**src/rtl/msg_arb.sv**
```systemverilog
// msg_arb: grants one message source at a time to the shared line coder and
// moves that source's bytes into the coder under the coder's busy handshake.
// Source 0 (time-mark) has strict priority; sources 1..N-1 share round-robin.
module msg_arb #(
    parameter int N          = 3,
    parameter int TMO_CYCLES = 1024,
    parameter int GAP_CYCLES = 2
) (
    input  logic           clk,
    input  logic           rst,
    input  logic [N-1:0]   req,
    output logic [N-1:0]   tx_en,
    input  logic [8*N-1:0] src_q,
    input  logic [N-1:0]   src_q_rdy,
    input  logic [N-1:0]   src_last,
    input  logic           cd_busy,
    output logic [7:0]     cd_q,
    output logic           cd_wr,
    output logic [2:0]     grant_id,
    output logic           msg_done,
    output logic           err
);

    // One counter serves both the wait-state timeout and the inter-message gap.
    localparam int CNT_MAX = (TMO_CYCLES > GAP_CYCLES) ? TMO_CYCLES : GAP_CYCLES;
    localparam int CNT_W   = $clog2(CNT_MAX + 1);

    typedef enum logic [2:0] {
        S_IDLE,
        S_ARM,
        S_ACK_HI,
        S_ACK_LO,
        S_GAP
    } state_t;

    state_t           state_q, state_d;
    logic [CNT_W-1:0] cnt_q, cnt_d;
    logic [2:0]       rr_ptr_q, rr_ptr_d;
    logic             last_q, last_d;
    logic [N-1:0]     tx_en_q, tx_en_d;
    logic [7:0]       cd_q_q, cd_q_d;
    logic             cd_wr_q, cd_wr_d;
    logic [2:0]       grant_id_q, grant_id_d;
    logic             msg_done_q, msg_done_d;
    logic             err_q, err_d;

    // Per-source inputs padded out to 8 entries so a 3-bit index selects exactly.
    logic [7:0] req_ext;
    logic [7:0] rdy_ext;
    logic [7:0] last_ext;
    logic [7:0] src_byte [8];

    genvar gi;
    generate
        for (gi = 0; gi < 8; gi++) begin : g_ext
            if (gi < N) begin : g_src
                assign req_ext[gi]  = req[gi];
                assign rdy_ext[gi]  = src_q_rdy[gi];
                assign last_ext[gi] = src_last[gi];
                assign src_byte[gi] = src_q[8*gi +: 8];
            end else begin : g_pad
                assign req_ext[gi]  = 1'b0;
                assign rdy_ext[gi]  = 1'b0;
                assign last_ext[gi] = 1'b0;
                assign src_byte[gi] = 8'h00;
            end
        end
    endgenerate

    logic       win_found;
    logic [2:0] win_id;
    logic [2:0] cand;

    // Winner selection: source 0 first, else scan 1..N-1 starting after rr_ptr.
    always_comb begin
        win_found = 1'b0;
        win_id    = 3'd0;
        cand      = 3'd0;
        if (req_ext[0]) begin
            win_found = 1'b1;
            win_id    = 3'd0;
        end else begin
            for (int k = 1; k < N; k++) begin
                cand = 3'((((int'(rr_ptr_q) - 1) + k) % (N - 1)) + 1);
                if (!win_found && req_ext[cand]) begin
                    win_found = 1'b1;
                    win_id    = cand;
                end
            end
        end
    end

    logic tmo_hit;
    logic abort;

    // Next-state and registered-output logic; exit conditions beat the timeout.
    always_comb begin
        state_d    = state_q;
        rr_ptr_d   = rr_ptr_q;
        last_d     = last_q;
        tx_en_d    = tx_en_q;
        cd_q_d     = cd_q_q;
        cd_wr_d    = 1'b0;
        grant_id_d = grant_id_q;
        msg_done_d = 1'b0;
        err_d      = 1'b0;
        abort      = 1'b0;
        tmo_hit    = (cnt_q == CNT_W'(TMO_CYCLES - 1));

        case (state_q)
            S_IDLE: begin
                tx_en_d = '0;
                if (win_found) begin
                    state_d    = S_ARM;
                    grant_id_d = win_id;
                    tx_en_d    = N'(8'b1 << win_id);
                    if (win_id != 3'd0) begin
                        rr_ptr_d = win_id;
                    end
                end
            end
            S_ARM: begin
                if (!cd_busy && rdy_ext[grant_id_q]) begin
                    cd_q_d  = src_byte[grant_id_q];
                    cd_wr_d = 1'b1;
                    last_d  = last_ext[grant_id_q];
                    state_d = S_ACK_HI;
                end else if (tmo_hit) begin
                    abort = 1'b1;
                end
            end
            S_ACK_HI: begin
                if (cd_busy) begin
                    state_d = S_ACK_LO;
                end else if (tmo_hit) begin
                    abort = 1'b1;
                end
            end
            S_ACK_LO: begin
                if (!cd_busy) begin
                    if (last_q) begin
                        msg_done_d = 1'b1;
                        tx_en_d    = '0;
                        state_d    = S_GAP;
                    end else begin
                        state_d = S_ARM;
                    end
                end else if (tmo_hit) begin
                    abort = 1'b1;
                end
            end
            S_GAP: begin
                tx_en_d = '0;
                if (cnt_q == CNT_W'(GAP_CYCLES - 1)) begin
                    state_d = S_IDLE;
                end
            end
            default: begin
                state_d = S_IDLE;
                tx_en_d = '0;
            end
        endcase

        if (abort) begin
            err_d   = 1'b1;
            tx_en_d = '0;
            last_d  = 1'b0;
            state_d = S_GAP;
        end

        // Counter restarts on every state entry and idles at zero in IDLE.
        if (state_d != state_q || state_q == S_IDLE) begin
            cnt_d = '0;
        end else begin
            cnt_d = cnt_q + CNT_W'(1);
        end
    end

    // State and output registers with synchronous reset.
    always_ff @(posedge clk) begin
        if (rst) begin
            state_q    <= S_IDLE;
            cnt_q      <= '0;
            rr_ptr_q   <= 3'(N - 1);
            last_q     <= 1'b0;
            tx_en_q    <= '0;
            cd_q_q     <= 8'h00;
            cd_wr_q    <= 1'b0;
            grant_id_q <= 3'd0;
            msg_done_q <= 1'b0;
            err_q      <= 1'b0;
        end else begin
            state_q    <= state_d;
            cnt_q      <= cnt_d;
            rr_ptr_q   <= rr_ptr_d;
            last_q     <= last_d;
            tx_en_q    <= tx_en_d;
            cd_q_q     <= cd_q_d;
            cd_wr_q    <= cd_wr_d;
            grant_id_q <= grant_id_d;
            msg_done_q <= msg_done_d;
            err_q      <= err_d;
        end
    end

    assign tx_en    = tx_en_q;
    assign cd_q     = cd_q_q;
    assign cd_wr    = cd_wr_q;
    assign grant_id = grant_id_q;
    assign msg_done = msg_done_q;
    assign err      = err_q;

endmodule

```
**config.mk**
```make
export PLATFORM = sky130hd
export DESIGN_NAME = msg_arb
export DESIGN_NICKNAME = d
export VERILOG_FILES = /design/src/rtl/msg_arb.sv
export SDC_FILE = /design/constraint.sdc
export NUM_CORES = 1
export LEC_CHECK = 0
export BUFFER_PORTS_ARGS = -buffer_cell sky130_fd_sc_hd__buf_4
export CORE_UTILIZATION = 40
export DETAILED_ROUTE_END_ITERATION = 8
export PLACE_DENSITY = 0.62
export SYNTH_ARGS = -nofsm -noshare
export SYNTH_HDL_FRONTEND = slang
export SYNTH_SLANG_ARGS = --single-unit
```
**constraint.sdc**
```tcl
create_clock -name clk -period 2.9 [get_ports clk]
set_input_delay 0.29 -clock clk [delete_from_list [all_inputs] [get_ports clk]]
set_output_delay 0.29 -clock clk [all_outputs]
set_load 0.01 [all_outputs]
```
==> results.cfg, run 1 <==
[synthesis]
ys.flop_type = dfxtp_1
synthDistinctLibCells = 42
ys_seq_area_share_pct = 39.3
synth_top_area_share_pct = 39.3
synth_area_leaders = dfxtp_1, nor2_1, mux2i_1
synthArstFlopShare_pct = 0
ys_seq_elements = 35
synth_area_sq_um = 1780
syn_area_per_cell_sq_um = 8.29
synth.largest_area_cell = dfxtp_1
syn_inst = 215
synth_edf_count = 0
ys_warn_count = 0
mappedNetlistNets = 254

[sta]
setup_tns_ns = 0
maxSlewViolCount = 0
fin_crit_sh_pct = 71.8
max_slew.worst_pin.slew_ns = 0.553
period_needed_ns = 2.08
final_hold_viol_count = 0
hold_ws_ns = 0.282
relSlewSlack_pct = 63.0
rsz0062_at_grt = false
fmax_ghz = 0.480
setup_violations = 0
clock-skew-final_ns = 0.00779

[global_route]
grt_pass1_wl_mm = 6.49
grt_max_degree = 23
grt-ovfl-total = 0
antenna_found_initial = 0
grt_pass1_vias = 1498
track_usage_pct = 18.6

[detailed_routing]
routed-via-count = 1648
drcViolationCount = 0
totalWireLength_mm = 3.83
ant_nets = 0
drtIter0Drc = 59
drt_first_pass_iters = 4
routedWlPerCell_microns = 12.0
via_per_inst = 5.17

[cells_and_area]
antennaDiodeCount = 0
fin_nets = 307
mostFrequentLayoutCells = buf_4, nor2_1, dfxtp_1, nand2_1, a21oi_1
fin_area_sq_um = 2310
drive_above_1_share_pct = 27.1
syn_to_final_growth_pct = 29.4
mostFrequentLayoutCell = buf_4

[worst_setup_path]
cp.required_ns = 3.11
cp-start-kind = register
cp-end-kind = register
path_class = register to register
worst-path-max-fanout = 11
crit_arrival_ns = 2.30

[die]
dieWidth_microns = 68.7
initial_utilization_pct = 43.0
die_y_microns = 68.7
core_sq_um = 4140
row_count = 23
ios = 53
die_area_sq_um = 4730

[clocking]
cts_tree = done
cts_resized = 0
numCtsBuffers = 5
post-cts-setup-buffer-count = 0
cts.sinks = 35
clockRootBuffer = clkbuf_8
htreeDepth = 2
cts.hold.buffers_added = 0
clock_latency_ns = 0.29
path_clk_slew_ns = 0.08
clockBufferDepth = 2

[power_and_ir_drop]
power_density_nw_per_um2 = 477
p_leak_nw = 0.965
peakVddDrop_v = 0.000212

[run]
maxCapViolations = 0

[min_path]
hold_path_class = primary input to register

[run_status]
status = complete, no violations

[placed_design]
dp_hpwl_mm = 2.91
io_buffers = 52
routabilityCongestion = 0.765
dpl-instance-area_sq_um = 2220
==> power breakdown <==
group          switching [mW]  internal [mW]  total, mW
registers              0.0201          0.501      0.522
clock network           0.186          0.167      0.353
logic                   0.114          0.111      0.225
==> worst paths after layout <==
kind | slack, ns | from | cells past startpoint | endpoint
max | 0.82 | rr_ptr_q[0]$_SDFFE_PP0P_ | 9 | cnt_q[0]$_SDFF_PP0_
min | 0.28 | req[0] | 3 | tx_en[0]$_SDFFE_PP0P_
max reg2reg | 0.82 | rr_ptr_q[0]$_SDFFE_PP0P_ | 9 | cnt_q[0]$_SDFF_PP0_
min reg2reg | 0.47 | tx_en[1]$_SDFFE_PP0P_ | 2 | tx_en[1]$_SDFFE_PP0P_
==> synthesized netlist by cell type (3+ instances only) <==
library cell,n
a211oi_1,9
a21oi_1,19
and3_1,3
clkbuf_1,5
dfxtp_1,35
ha_1,3
inv_1,6
mux2i_1,10
nand2_1,23
nand3_1,5
nor2_1,36
nor2b_1,3
nor3_1,6
nor4_1,3
or3_1,3
xnor2_1,6
xor2_1,5
==> registers in the layout, summed over array words and instances (netlist names) <==
register / flops
grant_id: 3
cnt_q: 11
cd_wr: 1
tx_en: 3
err: 1
msg_done: 1
cd_q: 8
state_q: 3
rr_ptr_q: 3
last_q: 1
==> layout make-up <==
class / instances / area [sq um]
clock inverter: 3 / 20.0
inverter: 6 / 22.5
tap: 50 / 62.6
timing repair buffer: 57 / 428
clock buffer: 5 / 68.8
multi-input combinational: 163 / 1000
sequential: 35 / 701
fill: 423 / 1840
==> layer usage <==
metal,wire length [microns],track usage (%)
met1,1840,23.5
met2,1680,28.8
met3,238,5.92
met4,69,8.42
met5,0,0
==> cells by family after synthesis <==
family / after synthesis / synth area share, %
muxes: 11 / 6.25
buffers and inverters: 17 / 4.35
xor gates and xnor gates: 11 / 5.41
DFF: 35 / 39.3
and+or+nand+nor: 98 / 27.6
adders and majority gates: 3 / 2.11
AOI/OAI and AO/OA: 40 / 15.0
==> critical path, stage by stage (launching register included) <==
cell      delay, ns
dfxtp_1        0.39
inv_1          0.06
ha_1           0.27
inv_1          0.05
a2111o_1       0.43
a22oi_2        0.23
a21oi_2        0.08
xor2_1         0.14
buf_4          0.19
nor3b_1        0.16
==> through the flow <==
step                instances  worst slack, ns  util, %  total power [mW]
floorplan                 215            0.987        -             0.675
global placement          311            0.849     53.5             0.759
detailed placement        311            0.836     53.5             0.760
CTS                       319            0.799     55.6              1.11
global route              319            0.666     55.6              1.16
finish                    319            0.819     55.6              1.10
Power figures use the tool's default switching activity.
==> run 2, diff against run 1 <==
--- a/config.mk
+++ b/config.mk
@@ -8,7 +8,7 @@
 export BUFFER_PORTS_ARGS = -buffer_cell sky130_fd_sc_hd__buf_4
 export CORE_UTILIZATION = 40
 export DETAILED_ROUTE_END_ITERATION = 8
-export PLACE_DENSITY = 0.62
+export PLACE_DENSITY = 0.65
 export SYNTH_ARGS = -nofsm -noshare
 export SYNTH_HDL_FRONTEND = slang
 export SYNTH_SLANG_ARGS = --single-unit
==> constraint.sdc (replaced) <==
create_clock -name clk -period 1.8 [get_ports clk]
set_input_delay 0.18 -clock clk [delete_from_list [all_inputs] [get_ports clk]]
set_output_delay 0.18 -clock clk [all_outputs]
set_load 0.01 [all_outputs]
==> results.cfg, run 2 (synthesis gave the netlist of run 1 again) <==
[power_and_ir_drop]
p_leak_nw = 1.11
power_density_nw_per_um2 = 719
peakVddDrop_v = 0.000315

[global_route]
grt_pass1_vias = 1551
track_usage_pct = 19.4
grt_pass1_wl_mm = 6.69
grt_max_degree = 23
antenna_found_initial = 0
grt-ovfl-total = 0

[min_path]
hold_depth = 3
min_to = cd_q[2]$_SDFFE_PP0P_
min_from = src_q[10]
hold_path_class = primary input to register

[clocking]
htreeDepth = 2
clockBufferDepth = 2
cts_tree = done
cts.hold.buffers_added = 0
numCtsBuffers = 5
path_clk_slew_ns = 0.07
cts.sinks = 35
clockRootBuffer = clkbuf_8
clock_latency_ns = 0.29

[placed_design]
routabilityCongestion = 0.795
io_buffers = 52
dp_hpwl_mm = 3.15
dp_cells = 334

[worst_setup_path]
worstReg2RegEnd = cnt_q[0]$_SDFF_PP0_
path_class = register to register
worst-path-max-fanout = 6
cp-end-kind = register
crit_arrival_ns = 2.14
cp-start-kind = register
r2r_start = rr_ptr_q[0]$_SDFFE_PP0P_
cp.required_ns = 2.01
r2r_setup_slack_ns = -0.14
reg2regPathDepth = 7

[cells_and_area]
mostFrequentLayoutCell = buf_4
drive_above_1_share_pct = 36.1
antennaDiodeCount = 0
mostFrequentLayoutCells = buf_4, nor2_1, dfxtp_1, nand2_1, a21oi_1
syn_to_final_growth_pct = 44.2
stdcell_count = 344
top_register = cnt_q
fin_nets = 332
largest_register_ffs = 11

[run_status]
violations = negative setup slack
status = complete, but fails checks

[detailed_routing]
drtIter0Drc = 90
routedWlPerCell_microns = 12.4
routed-via-count = 1736
drcViolationCount = 0
via_per_inst = 5.05
totalWireLength_mm = 4.25
drt_first_pass_iters = 4
ant_nets = 0

[die]
dieWidth_microns = 68.7
core_sq_um = 4140
die_y_microns = 68.7
initial_utilization_pct = 43.0
ios = 53
die_area_sq_um = 4730
row_count = 23

[sta]
final_hold_viol_count = 0
fmax_ghz = 0.517
period_needed_ns = 1.94
setup_tns_ns = -1.21
maxSlewViolCount = 0
relSlewSlack_pct = 60.3
fin_crit_sh_pct = 108
rsz0062_at_grt = true
max_slew.worst_pin.slew_ns = 0.594
clock-skew-final_ns = 0.00717
setup_violations = 11
setup_slack_ns = -0.136

[run]
maxCapViolations = 0
==> run 2: cell types whose count changed in the layout (fill, tap and decap cells not counted), moves of 2 or more <==
cell,before,now
dfxtp_1,35,33
inv_1,6,4
buf_4,57,79
dfxtp_2,0,2
buf_12,0,2
inv_2,0,2
a21oi_1,19,17
==> run 2: per-layer routing <==
layer	share of wire, %	GRT usage, %	vias up	wire (microns)
li1	-	-	908	-
met1	49	24.6	766	2070
met2	43	30.8	54	1820
met3	6.6	6.41	8	282
met4	1.8	6.89	0	76
met5	0	0	-	0
==> run 2: how the worst max path moves through the flow <==
stage | startpoint | cells past startpoint | end | slack [ns]
global route | rr_ptr_q[0]$_SDFFE_PP0P_ | 7 | cnt_q[0]$_SDFF_PP0_ | -0.21
floorplan | rr_ptr_q[0]$_SDFFE_PP0P_ | 9 | cnt_q[1]$_SDFF_PP0_ | -0.02
detailed placement | req[0] | 8 | cnt_q[0]$_SDFF_PP0_ | -0.16
finish | rr_ptr_q[0]$_SDFFE_PP0P_ | 7 | cnt_q[0]$_SDFF_PP0_ | -0.14
CTS | rr_ptr_q[0]$_SDFFE_PP0P_ | 9 | cnt_q[0]$_SDFF_PP0_ | -0.13
global placement | req[0] | 8 | cnt_q[0]$_SDFF_PP0_ | -0.14
==> run 2: through the flow <==
stage	setup slack, ns	hold slack, ns	util, %	instance area, sq um	power (mW)
2_1_floorplan	-0.0193	0.343	-	1790	1.09
4_1_cts	-0.132	0.217	60.8	2520	1.83
5_1_grt	-0.210	0.225	62.0	2570	1.94
3_3_place_gp	-0.136	0.444	58.4	2420	1.27
3_5_place_dp	-0.158	0.448	58.4	2420	1.27
6_report	-0.136	0.228	62.0	2570	1.85
==> run 2: power breakdown <==
group,switching (mW),internal (mW),leakage (nW)
combinational,0.226,0.238,0.784
sequential,0.0229,0.809,0.284
clock,0.281,0.270,0.0412
total,0.530,1.32,1.11
==> run 2: what timing repair did <==
action | in CTS | in global routing
pin swaps | 0 | 2
setup buffers | 1 | 0
cloned | 0 | 1
setup endpoints to repair | 16 | 24
gates resized for setup | 1 | 10
==> run 2: final cells by class <==
class / count / area [sq um]
Fill cell: 378 / 1580
Multi-Input combinational cell: 163 / 1060
Sequential cell: 35 / 703
Timing Repair Buffer: 82 / 638
Clock buffer: 6 / 72.6
Tap cell: 50 / 62.6
Inverter: 6 / 22.5
Clock inverter: 2 / 12.5
==> run 2: worst max-delay path, cell delays in order, from the launching register on <==
cell and delay (ns):
dfxtp_2 0.33, or3_1 0.32, a2111o_1 0.42, a22oi_2 0.23, a21oi_2 0.08, xor2_1 0.15
buf_4 0.17, nor3b_1 0.16
==> run 3, diff against run 2 <==
--- a/config.mk
+++ b/config.mk
@@ -5,6 +5,7 @@
 export SDC_FILE = /design/constraint.sdc
 export NUM_CORES = 1
 export LEC_CHECK = 0
+export ABC_AREA = 1
 export BUFFER_PORTS_ARGS = -buffer_cell sky130_fd_sc_hd__buf_4
 export CORE_UTILIZATION = 40
 export DETAILED_ROUTE_END_ITERATION = 8
==> results.cfg, run 3 <==
[detailed_routing]
drtIter0Drc = 108
routed-via-count = 1991
ant_nets = 0
routedWlPerCell_microns = 12.7
drt_first_pass_iters = 4
via_per_inst = 4.97
drcViolationCount = 0
totalWireLength_mm = 5.11

[worst_setup_path]
cp-end-kind = register
cp-start-kind = register
r2r_start = rr_ptr_q[0]$_SDFFE_PP0P_
crit_arrival_ns = 2.11
worst-path-max-fanout = 6
worstReg2RegEnd = cnt_q[9]$_SDFF_PP0_
reg2regPathDepth = 17
r2r_setup_slack_ns = -0.09
cp.required_ns = 2.02
crit_start = rr_ptr_q[0]$_SDFFE_PP0P_
path_class = register to register
cp-endpoint = cnt_q[9]$_SDFF_PP0_

[cells_and_area]
mostFrequentLayoutCell = buf_4
fin_nets = 387
syn_to_final_growth_pct = 47.8
fill_cells = 417
drive_above_1_share_pct = 38.7
largest_register_ffs = 11
antennaDiodeCount = 0
mostFrequentLayoutCells = buf_4, nand2_1, nor2_1, dfxtp_1
top_register = cnt_q
fin_area_sq_um = 2710

[global_route]
grt_pass1_vias = 1774
antenna_found_initial = 0
met3_usage_pct = 4.36
grt_max_degree = 13
use_met2_pct = 33.1
grt_pass1_wl_mm = 7.90
busiest_layer = met2
grt-ovfl-total = 0
grt_util_met1_pct = 25.5
track_usage_pct = 19.9

[clocking]
cts_tree = done
clockRootBuffer = clkbuf_8
cts.sinks = 35
clockBufferDepth = 2
clock_latency_ns = 0.29
path_clk_slew_ns = 0.08
numCtsBuffers = 5
htreeDepth = 2

[sta]
rsz0062_at_grt = true
setup_violations = 11
clock-skew-final_ns = 0.0112
final_hold_viol_count = 0
fmax_ghz = 0.529
period_needed_ns = 1.89
setup_slack_ns = -0.0891
max_slew.worst_pin.slew_ns = 0.410
fin_crit_sh_pct = 105
maxSlewViolCount = 0
hold_ws_ns = 0.150
relSlewSlack_pct = 72.6

[placed_design]
dpl-instance-area_sq_um = 2380
io_buffers = 52
dp_slack_ns = -0.0156
routabilityCongestion = 0.873
dp_hpwl_mm = 3.44

[power_and_ir_drop]
power_density_nw_per_um2 = 765
finalPower_mw = 2.07
peakVddDrop_v = 0.000406
p_leak_nw = 1.26

[synthesis]
synth-simple-area-share_pct = 37.5
syn_inst = 277
syn_area_per_cell_sq_um = 6.61
synthArstFlopShare_pct = 0
ys_warn_count = 0
synth_edf_count = 0
ys_seq_area_share_pct = 38.3
synth-compound-area-share_pct = 10.3
synth_top_area_share_pct = 38.3
synth_top_family_by_area = simple AND/OR/NAND/NOR gates
synth_common_cells = nand2_1, nor2_1, dfxtp_1
mappedNetlistNets = 316
synth_area_leaders = dfxtp_1, nand2_1, nor2_1
muxShareOfSynthArea_pct = 0
ys_seq_elements = 35
synth.largest_area_cell = dfxtp_1
synth_area_sq_um = 1830
yosys.area_share.adder_pct = 2.05
yosys.cell_count.top_type = nand2_1
synth_xor_area_share_pct = 3.83
synthDistinctLibCells = 27
ys.flop_type = dfxtp_1

[die]
core_sq_um = 4380
row_count = 24
die_area_sq_um = 4850
dieWidth_microns = 69.7
initial_utilization_pct = 41.8
ios = 53
die_y_microns = 69.7

[run_status]
status = complete, but fails checks
violations = negative setup slack

[min_path]
hold_path_class = primary input to register
hold_depth = 2

[run]
maxCapViolations = 0
[run 3: changes by cell type in the layout (fill, tap and decap cells not counted), moves of 9 or more]
cell	before	now
a21oi_1	17	8
buf_4	79	68
inv_1	4	22
mux2i_1	10	0
nand2_1	23	60
nand2_2	0	10
nand3_1	5	19
nor2_2	1	10
o21ai_0	2	22
[run 3: worst min path at each step]
| stage | from | slack, ns | end |
|---|---|---|---|
| 6_report | rst | 0.15 | grant_id[0]$_SDFFE_PP0P_ |
| 3_3_place_gp | rr_ptr_q[2]$_SDFFE_PP0P_ | 0.45 | rr_ptr_q[2]$_SDFFE_PP0P_ |
| 4_1_cts | rst | 0.15 | grant_id[0]$_SDFFE_PP0P_ |
| 2_1_floorplan | req[0] | 0.36 | tx_en[0]$_SDFFE_PP0P_ |
| 5_1_grt | rst | 0.15 | grant_id[1]$_SDFFE_PP0P_ |
| 3_5_place_dp | rr_ptr_q[2]$_SDFFE_PP0P_ | 0.45 | rr_ptr_q[2]$_SDFFE_PP0P_ |
[run 3: metrics by stage]
step / TNS [ns] / utilization, % / cells
floorplan: 0 / - / 277
global placement: 0 / 54.3 / 390
detailed placement: -0.0211 / 54.3 / 390
CTS: -0.00250 / 57.6 / 398
global route: -1.79 / 61.7 / 401
finish: -0.836 / 61.7 / 401
[run 3: cells by family after synthesis]
group | after synthesis
fa+ha+maj | 3
flops | 35
compound gates | 36
simple gates | 158
xor+xnor | 8
buf+inv | 37
[run 3: worst max-delay path, stage by stage, from the launching register on]
cell	delay, ns
dfxtp_2	0.34
inv_2	0.05
ha_4	0.26
inv_2	0.03
nand2_2	0.04
nand3_2	0.07
nand2_1	0.08
nand2_1	0.07
nand3_2	0.08
nand2_2	0.07
nand2_2	0.09
nand2_2	0.06
nand2_1	0.05
nand2_1	0.06
nor2_2	0.11
nand2_2	0.10
buf_12	0.16
nor2_4	0.09
[run 3: where the power goes]
group	switching, mW	leakage, nW	internal, mW	total [mW]
Clock	0.290	0.0612	0.448	0.738
Sequential	0.0296	0.287	0.810	0.839
Combinational	0.263	0.916	0.230	0.493
Total	0.582	1.26	1.49	2.07
[run 3: layout make-up]
type / instances / area, sq um / area share, %
Multi-Input combinational cell: 205 / 1130 / 41.9
Sequential cell: 35 / 714 / 26.4
Timing Repair Buffer: 70 / 556 / 20.5
Inverter: 31 / 119 / 4.39
Clock buffer: 6 / 82.6 / 3.05
Tap cell: 52 / 65.1 / 2.40
Clock inverter: 2 / 35.0 / 1.29
[run 3: metal layers]
layer | part of all wire (%) | routed length, microns
met5 | 0 | 0
met4 | 1.4 | 70
met3 | 4.6 | 233
met2 | 50 | 2530
met1 | 45 | 2270
[run 3: timing repair]
item,in CTS,in global routing
gates resized for setup,6,45
setup buffers,0,2
pin swaps,0,12
endpoints found under the hold margin,0,0
setup endpoints to repair,11,15
hold buffers,0,0
cloned,0,1
